[config.mk]
export PLATFORM = sky130hd
export DESIGN_NAME = button_debouncer_flat
export DESIGN_NICKNAME = d
export VERILOG_FILES = /design/src/rtl/game_pkg.sv /design/src/rtl/button_debouncer_if.sv /design/src/rtl/debounce_channel.sv /design/src/rtl/button_debouncer.sv /design/src/flat_wrapper.sv
export SDC_FILE = /design/constraint.sdc
export NUM_CORES = 1
export LEC_CHECK = 0
export BUFFER_PORTS_ARGS = -buffer_cell sky130_fd_sc_hd__buf_2
export CAP_MARGIN = 0
export CORE_ASPECT_RATIO = 0.7
export CORE_MARGIN = 1.5
export CORE_UTILIZATION = 54
export CTS_BUF_LIST = sky130_fd_sc_hd__clkbuf_4
export DETAILED_ROUTE_END_ITERATION = 8
export PLACE_DENSITY = 0.77
export SYNTH_ARGS = -nofsm -noshare
export SYNTH_HDL_FRONTEND = slang
export SYNTH_SLANG_ARGS = --single-unit
[constraint.sdc]
create_clock -name clock -period 1.4 [get_ports clock]
set_input_delay 0.35 -clock clock [delete_from_list [all_inputs] [get_ports clock]]
set_output_delay 0.35 -clock clock [all_outputs]
set_load 0.01 [all_outputs]
[src/rtl/game_pkg.sv]
// game_pkg: shared types and constants for the whack-a-mole game blocks.
package game_pkg;

    typedef enum logic [1:0] {LOW, CHK_HIGH, HIGH, CHK_LOW} ch_state_t;

    localparam int DEBOUNCE_TICKS_DEFAULT = 10;
    localparam int SYS_CLK_HZ             = 100_000_000;

endpackage

[src/rtl/button_debouncer_if.sv]
// button_debouncer_if: sample clock, raw buttons and debounced outputs of the debouncer.
interface button_debouncer_if #(
    parameter int NUM_BUTTONS = 4
);

    logic                   sample_clk;
    logic [NUM_BUTTONS-1:0] btn_raw;
    logic                   tick;
    logic [NUM_BUTTONS-1:0] btn_level;
    logic [NUM_BUTTONS-1:0] btn_press;
    logic [NUM_BUTTONS-1:0] btn_release;

    modport master (
        output sample_clk, btn_raw,
        input  tick, btn_level, btn_press, btn_release
    );

    modport slave (
        input  sample_clk, btn_raw,
        output tick, btn_level, btn_press, btn_release
    );

endinterface

[src/rtl/debounce_channel.sv]
// debounce_channel: one button's agreement FSM, evaluated only on sample ticks.
module debounce_channel
    import game_pkg::*;
#(
    parameter int STABLE_TICKS = DEBOUNCE_TICKS_DEFAULT,
    parameter int CNT_W        = 4
) (
    input  logic clock,
    input  logic reset,
    input  logic tick,
    input  logic s,
    output logic level,
    output logic press,
    output logic released
);

    localparam logic [CNT_W-1:0] LAST = CNT_W'(STABLE_TICKS - 1);

    ch_state_t        state, state_n;
    logic [CNT_W-1:0] cnt, cnt_n;
    logic             press_n, rel_n;

    always_ff @(posedge clock or negedge reset) begin
        if (!reset) begin
            state    <= LOW;
            cnt      <= '0;
            press    <= 1'b0;
            released <= 1'b0;
        end else begin
            state    <= state_n;
            cnt      <= cnt_n;
            press    <= press_n;
            released <= rel_n;
        end
    end

    always_comb begin
        state_n = state;
        cnt_n   = cnt;
        press_n = 1'b0;
        rel_n   = 1'b0;
        if (tick) begin
            unique case (state)
                LOW: if (s) begin
                    if (STABLE_TICKS == 1) begin
                        state_n = HIGH;
                        press_n = 1'b1;
                    end else begin
                        state_n = CHK_HIGH;
                        cnt_n   = CNT_W'(1);
                    end
                end
                CHK_HIGH: if (!s) begin
                    state_n = LOW;
                    cnt_n   = '0;
                end else if (cnt == LAST) begin
                    state_n = HIGH;
                    cnt_n   = '0;
                    press_n = 1'b1;
                end else cnt_n = cnt + 1'b1;
                HIGH: if (!s) begin
                    if (STABLE_TICKS == 1) begin
                        state_n = LOW;
                        rel_n   = 1'b1;
                    end else begin
                        state_n = CHK_LOW;
                        cnt_n   = CNT_W'(1);
                    end
                end
                CHK_LOW: if (s) begin
                    state_n = HIGH;
                    cnt_n   = '0;
                end else if (cnt == LAST) begin
                    state_n = LOW;
                    cnt_n   = '0;
                    rel_n   = 1'b1;
                end else cnt_n = cnt + 1'b1;
            endcase
        end
    end

    // A pending change keeps reporting the committed level until it commits.
    assign level = (state == HIGH) || (state == CHK_LOW);

endmodule

[src/rtl/button_debouncer.sv]
// button_debouncer: recovers a sample strobe from the divided clock and debounces NUM_BUTTONS buttons.
module button_debouncer
    import game_pkg::*;
#(
    parameter int NUM_BUTTONS  = 4,
    parameter int STABLE_TICKS = DEBOUNCE_TICKS_DEFAULT,
    parameter int CNT_W        = 4
) (
    input  logic               clock,
    input  logic               reset,
    button_debouncer_if.slave  bus
);

    logic [1:0]             sc_sync;
    logic                   sc_hist, tick;
    logic [NUM_BUTTONS-1:0] b_meta, b_sync, lvl, prs, rls;

    // sample_clk is sampled as data; its rising edge becomes a one-cycle strobe.
    always_ff @(posedge clock or negedge reset) begin
        if (!reset) begin
            sc_sync <= '0;
            sc_hist <= 1'b0;
            tick    <= 1'b0;
            b_meta  <= '0;
            b_sync  <= '0;
        end else begin
            sc_sync <= {sc_sync[0], bus.sample_clk};
            sc_hist <= sc_sync[1];
            tick    <= sc_sync[1] & ~sc_hist;
            b_meta  <= bus.btn_raw;
            b_sync  <= b_meta;
        end
    end

    for (genvar i = 0; i < NUM_BUTTONS; i++) begin : g_ch
        debounce_channel #(
            .STABLE_TICKS (STABLE_TICKS),
            .CNT_W        (CNT_W)
        ) u_ch (
            .clock    (clock),
            .reset    (reset),
            .tick     (tick),
            .s        (b_sync[i]),
            .level    (lvl[i]),
            .press    (prs[i]),
            .released (rls[i])
        );
    end

    assign bus.tick        = tick;
    assign bus.btn_level   = lvl;
    assign bus.btn_press   = prs;
    assign bus.btn_release = rls;

endmodule
[src/flat_wrapper.sv]
// flat-port wrapper written by rule: the top's interface ports become plain ports
module button_debouncer_flat import game_pkg::*;
#(
    parameter int NUM_BUTTONS  = 4,
    parameter int STABLE_TICKS = DEBOUNCE_TICKS_DEFAULT,
    parameter int CNT_W        = 4
)
  (clock, reset, bus_sample_clk, bus_btn_raw, bus_tick, bus_btn_level, bus_btn_press, bus_btn_release);
  button_debouncer_if #(.NUM_BUTTONS(NUM_BUTTONS)) bus_i ();
  input  logic clock;
  input  logic reset;
  input wire logic [$bits(bus_i.sample_clk)-1:0] bus_sample_clk;
  input wire logic [$bits(bus_i.btn_raw)-1:0] bus_btn_raw;
  output wire logic [$bits(bus_i.tick)-1:0] bus_tick;
  output wire logic [$bits(bus_i.btn_level)-1:0] bus_btn_level;
  output wire logic [$bits(bus_i.btn_press)-1:0] bus_btn_press;
  output wire logic [$bits(bus_i.btn_release)-1:0] bus_btn_release;
  assign bus_i.sample_clk = bus_sample_clk;
  assign bus_i.btn_raw = bus_btn_raw;
  assign bus_tick = bus_i.tick;
  assign bus_btn_level = bus_i.btn_level;
  assign bus_btn_press = bus_i.btn_press;
  assign bus_btn_release = bus_i.btn_release;
  button_debouncer #(.NUM_BUTTONS(NUM_BUTTONS), .STABLE_TICKS(STABLE_TICKS), .CNT_W(CNT_W)) u_core (.clock(clock), .reset(reset), .bus(bus_i));
endmodule
# == After elaboration in Yosys (flattened, before gate mapping) ==
# Index checks and enable logic that the tools add are counted.
# word_totals
reg_bits,44
latch_bits,0
ramBits,0
romBits,0
out_inout_bits,13
elab_cells,155
n_memories,0
# op_classes
n_addsub,4
mul,0
n_div,0
order_cmp,0
eq_ne,32
shifts,0
mux,80
bitwise_logic,2
n_reduce_logical,16
# op_table
cell,n
two-way mux 4 bit,20
case mux 4 bit (4 select lines),4
two-way mux 2 bit,24
case mux 2 bit (4 select lines),4
two-way mux 1 bit,28
AND reduction 5 bit,4
adder 4 x 1 -> 4 bit (second input constant),4
equality test 2 bit (second input constant),8
equality test 4 bit (second input constant),4
inequality test 3 x 2 -> 1 bit (second input constant),4
inequality test 3 bit (second input constant),4
AND reduction 3 bit,4
equality test 2 x 1 -> 1 bit (second input constant),4
zero test 2 bit,4
inequality test 2 x 1 -> 1 bit (second input constant),4
inequality test 2 bit (second input constant),4
logical OR 1 bit,4
bitwise AND 1 bit,1
NOT 1 bit,1

# == Longest topological paths before layout ==
# depth
depth_word,5
ltp_mapped,6
depth_no_buf,6

# == Hierarchy ==
# From an unflattened synthesis, not the netlist that was laid out.
# unflattened
cells_unflattened,165
area_unflattened_um2,1980.6
# by_module_without_submodules
mod,n_inst,cells_each,area_per_inst_um2,seq_area_each_um2
debounce_channel,4,38,416.6,200.2
button_debouncer,1,13,314.1,300.3

# == Least setup slack after synthesis ==
# No wires, ideal clock.
# synth_path
path_kind,register to register
start,reg u_core.g_ch[3].u_ch.cnt[1]
end,reg (tool-made name)
setup_ns,0.125
arrival_time_ns,1.348
required_time_ns,1.275
setup_slack_ns,-0.073
stages_incl_launch_ff,7
path_cell_list,dfrtp_1 -> inv_1 -> ha_1 -> and3b_1 -> and2b_4 -> nor2_1 -> mux2_4
# synth_rtl
element,line_no,source
"start, declared",debounce_channel.sv:20,"logic [CNT_W-1:0] cnt, cnt_n;"
"start signal, assigned",debounce_channel.sv:31,cnt <= cnt_n;

==> impl_metrics.csv <==
group,metric,value,unit
yosys,asyncSetResetFlopFracSynth,100,%
setup_path,worst-endpoint-arrival,1.77,ns
finish,stdcell_area,2460,um^2
yosys,synth-seq-cells,44,
finish,count_of_filler_cells_inserted_in_the_layout,271,
yosys,yosys.area.top_type_share,55.2,%
timing,worst_clock_skew,0.00613,ns
run_status,outcome,"finished with violations",
pwr,pwr_density_cell,1700,nW/um^2
placement,placement.io_buffers,19,
timing,finalWorstPathRequiredPeriod,1.51,ns
timing,final_hold_viol_count,0,
die,chipWidth,75.6,um
grt,first_pass_grt_wire_length,5.77,mm
clock_tree,cts-root-to-sink-buffers,2,
placement,pre_cts_ws,-0.0944,ns
die,chipHeight,53.8,um
die,ioPinCount,20,
timing,fin_crit_sh,108,%
placement,dpl-instance-area,2170,um^2
die,design.core.area,3540,um^2
routing,routed_wire_length_per_instance,14.4,um
yosys,netlist_instances,180,
clock_tree,tritoncts,"done",
yosys,ys_warns,0,
die,number_of_placement_rows,18,
grt,grt_use_total,19.6,%
grt,grt_antenna_before_repair,0,
setup_path,worstSetupEndpointType,"flip-flop",
timing,grt_setup_unrepaired,"yes",
yosys,syn-mean-instance-area,11.1,um^2
worst_hold_path,timing.hold.worst.class,"in2reg",
grt,first_global_vias,1320,
finish,antennaDiodeCount,0,
timing,holdWs,0.0913,ns
timing,final.setup.worst_slack,-0.114,ns
placement,hpwlAfterDp,2.42,mm
timing,slew-limit-headroom,71.4,%
job,cap_viol_max_count,0,
yosys,synth_area_leader_cell,"sky130_fd_sc_hd__dfrtp_1",
pwr,leakage,1.12,nW
finish,layout.core_utilization,69.5,%
routing,drt_iter0_markers,70,
pwr,power.ir.vdd_worst,0.850,mV
yosys,ys_seq_area_share,55.2,%
clock_tree,htree_num_levels,2,
finish,areaGrowthSynthToFinish,23.4,%
clock_tree,cts_sinks,44,
setup_path,timing.critical_path.from_type,"flip-flop",
yosys,synth_edf_count,0,
yosys,netlist_top_cells_area,"sky130_fd_sc_hd__dfrtp_1 55%, sky130_fd_sc_hd__buf_4 4.5%, sky130_fd_sc_hd__nor3b_1 4.1%",
yosys,top_reg_cell_synth,"sky130_fd_sc_hd__dfrtp_1",
pwr,fin_total_pwr,4.19,mW
timing,worst_slew_pin_slew,0.425,ns
grt,grt_start_max_net_pins,45,
setup_path,worst_ep_required_time,1.65,ns
placement,finalWeightedCongestion,0.851,
timing,final-setup-viol-count,7,
yosys,cell_variety_after_synth,41,
clock_tree,tritoncts_buffers,5,
yosys,postSynthNetCount,193,
routing,firstDrtPassIters,4,
routing,vias,1417,
routing,via_per_inst,5.43,
run_status,failed_checks,"setup timing",
routing,finalWirelength,3.76,mm
grt,globalRoute.totalOverflow,0,
setup_path,crit_fanout,3,
die,dieArea,4070,um^2
setup_path,worst-setup-path-type,"reg2reg",
clock_tree,clk_tree_root_cell,"sky130_fd_sc_hd__clkbuf_4",
finish,layout-drive-gt1-share,39.8,%
clock_tree,clock_insertion_delay_worst_skew,0.35,ns
die,initial_utilization,56.4,%
timing,max_freq,0.661,GHz
routing,final_antenna_net_count,0,
yosys,mappedNetlistArea,1990,um^2
finish,nNetsFinal,223,
routing,drc,0,
timing,number_of_max_slew_violations_in_the_final_report,0,
clock_tree,clkSlewWorstSetupHoldPaths,0.12,ns
## area by class of cell
type,instances,area [um^2],share of cell area (%)
Multi-Input combinational cell,111,885,36.0
Tap cell,50,62.6,2.54
Sequential cell,44,1100,44.9
Clock buffer,6,45.0,1.83
Clock inverter,2,35.0,1.42
Inverter,6,22.5,0.916
Timing Repair Buffer,42,304,12.4
## registers in the layout (all words and copies together) (netlist names), named ones only
signal and flops:
u_core.b_meta 4, u_core.bus.tick 1, u_core.g_ch.u_ch.press 4, u_core.g_ch.u_ch.state 4, u_core.sc_sync 2, u_core.b_sync 4, u_core.sc_hist 1, u_core.g_ch.u_ch.cnt 16
u_core.g_ch.u_ch.released 4
## timing repair
action / 4_1_cts / 5_1_grt
setup endpoints to repair: 10 / 21
pin swaps: 1 / 11
buffers inserted: 5 / 3
hold endpoints to repair: 44 / 0
gates resized for setup: 4 / 32
hold buffers: 1 / 0
## path summary, 6_finish.rpt
kind / from / endpoint / slack, ns / cells past startpoint
min in group asynchronous: reset / u_core.g_ch[0].u_ch.released$_DFF_PN0_ / 0.49 / 3
worst max register to register: u_core.g_ch[3].u_ch.cnt[1]$_DFFE_PN0P_ / flip-flop / -0.11 / 6
max in group asynchronous: reset / u_core.b_sync[0]$_DFF_PN0_ / 0.69 / 3
worst max-delay path: u_core.g_ch[3].u_ch.cnt[1]$_DFFE_PN0P_ / flip-flop / -0.11 / 6
worst min register to register: u_core.b_meta[2]$_DFF_PN0_ / u_core.b_sync[2]$_DFF_PN0_ / 0.36 / 0
worst min-delay path: bus_btn_raw[2] / u_core.b_meta[2]$_DFF_PN0_ / 0.09 / 1
## power by group
part	total, mW	leakage [nW]	internal, mW	switching (mW)
sequential	1.90	0.556	1.55	0.349
clock	0.787	0.0456	0.394	0.393
combinational	1.50	0.522	0.812	0.691
## per-stage QoR
step	setup TNS, ns	instances
floorplan	-0.0397	180
global placement	-0.0223	246
detailed placement	-0.176	246
CTS	-0.218	258
global route	-0.968	261
finish	-0.329	261
## layer usage
metal | up-vias | part of all wire [%] | track usage, % | wire length, um
met5 | - | 0 | 0 | 0
met2 | 41 | 50 | 32.9 | 1880
met3 | 9 | 4.7 | 5.99 | 176
li1 | 672 | - | - | -
met1 | 695 | 44 | 24.2 | 1640
met4 | 0 | 1.9 | 7.44 | 70
## cells in the final DEF, fill, tap and decap left out, drive strengths merged, types with 2 or more instances in the layout
cell / count
a31oi: 2
mux2: 4
dfrtp: 44
clkbuf: 6
nand2: 17
xor2: 5
o21ai: 14
nand2b: 4
or2: 2
ha: 6
nor2: 4
nor3b: 11
buf: 41
a21oi: 7
nand3b: 4
a21o: 2
inv: 6
nand3: 13
## cells in the mapped netlist (2+ instances only)
library cell and instances:
sky130_fd_sc_hd__nor2_1 4, sky130_fd_sc_hd__inv_1 6, sky130_fd_sc_hd__nand3_1 12, sky130_fd_sc_hd__mux2_1 2
sky130_fd_sc_hd__nand3b_1 4, sky130_fd_sc_hd__ha_1 6, sky130_fd_sc_hd__o21ai_1 3, sky130_fd_sc_hd__xor2_1 4
sky130_fd_sc_hd__clkbuf_1 3, sky130_fd_sc_hd__nand2b_1 4, sky130_fd_sc_hd__a21o_1 2, sky130_fd_sc_hd__buf_4 12
sky130_fd_sc_hd__or2_2 2, sky130_fd_sc_hd__a21oi_1 7, sky130_fd_sc_hd__buf_2 4, sky130_fd_sc_hd__a31oi_1 2
sky130_fd_sc_hd__o21ai_0 11, sky130_fd_sc_hd__nand2_1 16, sky130_fd_sc_hd__dfrtp_1 44, sky130_fd_sc_hd__nor3b_1 11
## cell families after synthesis
logic type                 share of synthesized area [%]
AOI/OAI and AO/OA                                   10.9
DFF                                                 55.2
buffers and inverters                               7.22
xor gates and xnor gates                            2.57
muxes                                               2.45
and+or+nand+nor                                     17.9
adders and majority gates                           3.77
## critical path, cell delays in order, from the launching register on
cell and delay [ns]:
sky130_fd_sc_hd__dfrtp_1 0.41, sky130_fd_sc_hd__inv_1 0.07, sky130_fd_sc_hd__ha_2 0.15, sky130_fd_sc_hd__and3b_1 0.17, sky130_fd_sc_hd__and2b_4 0.21, sky130_fd_sc_hd__nor2_4 0.10
sky130_fd_sc_hd__mux2_4 0.30
No activity file was read; power rests on OpenSTA's default activity.
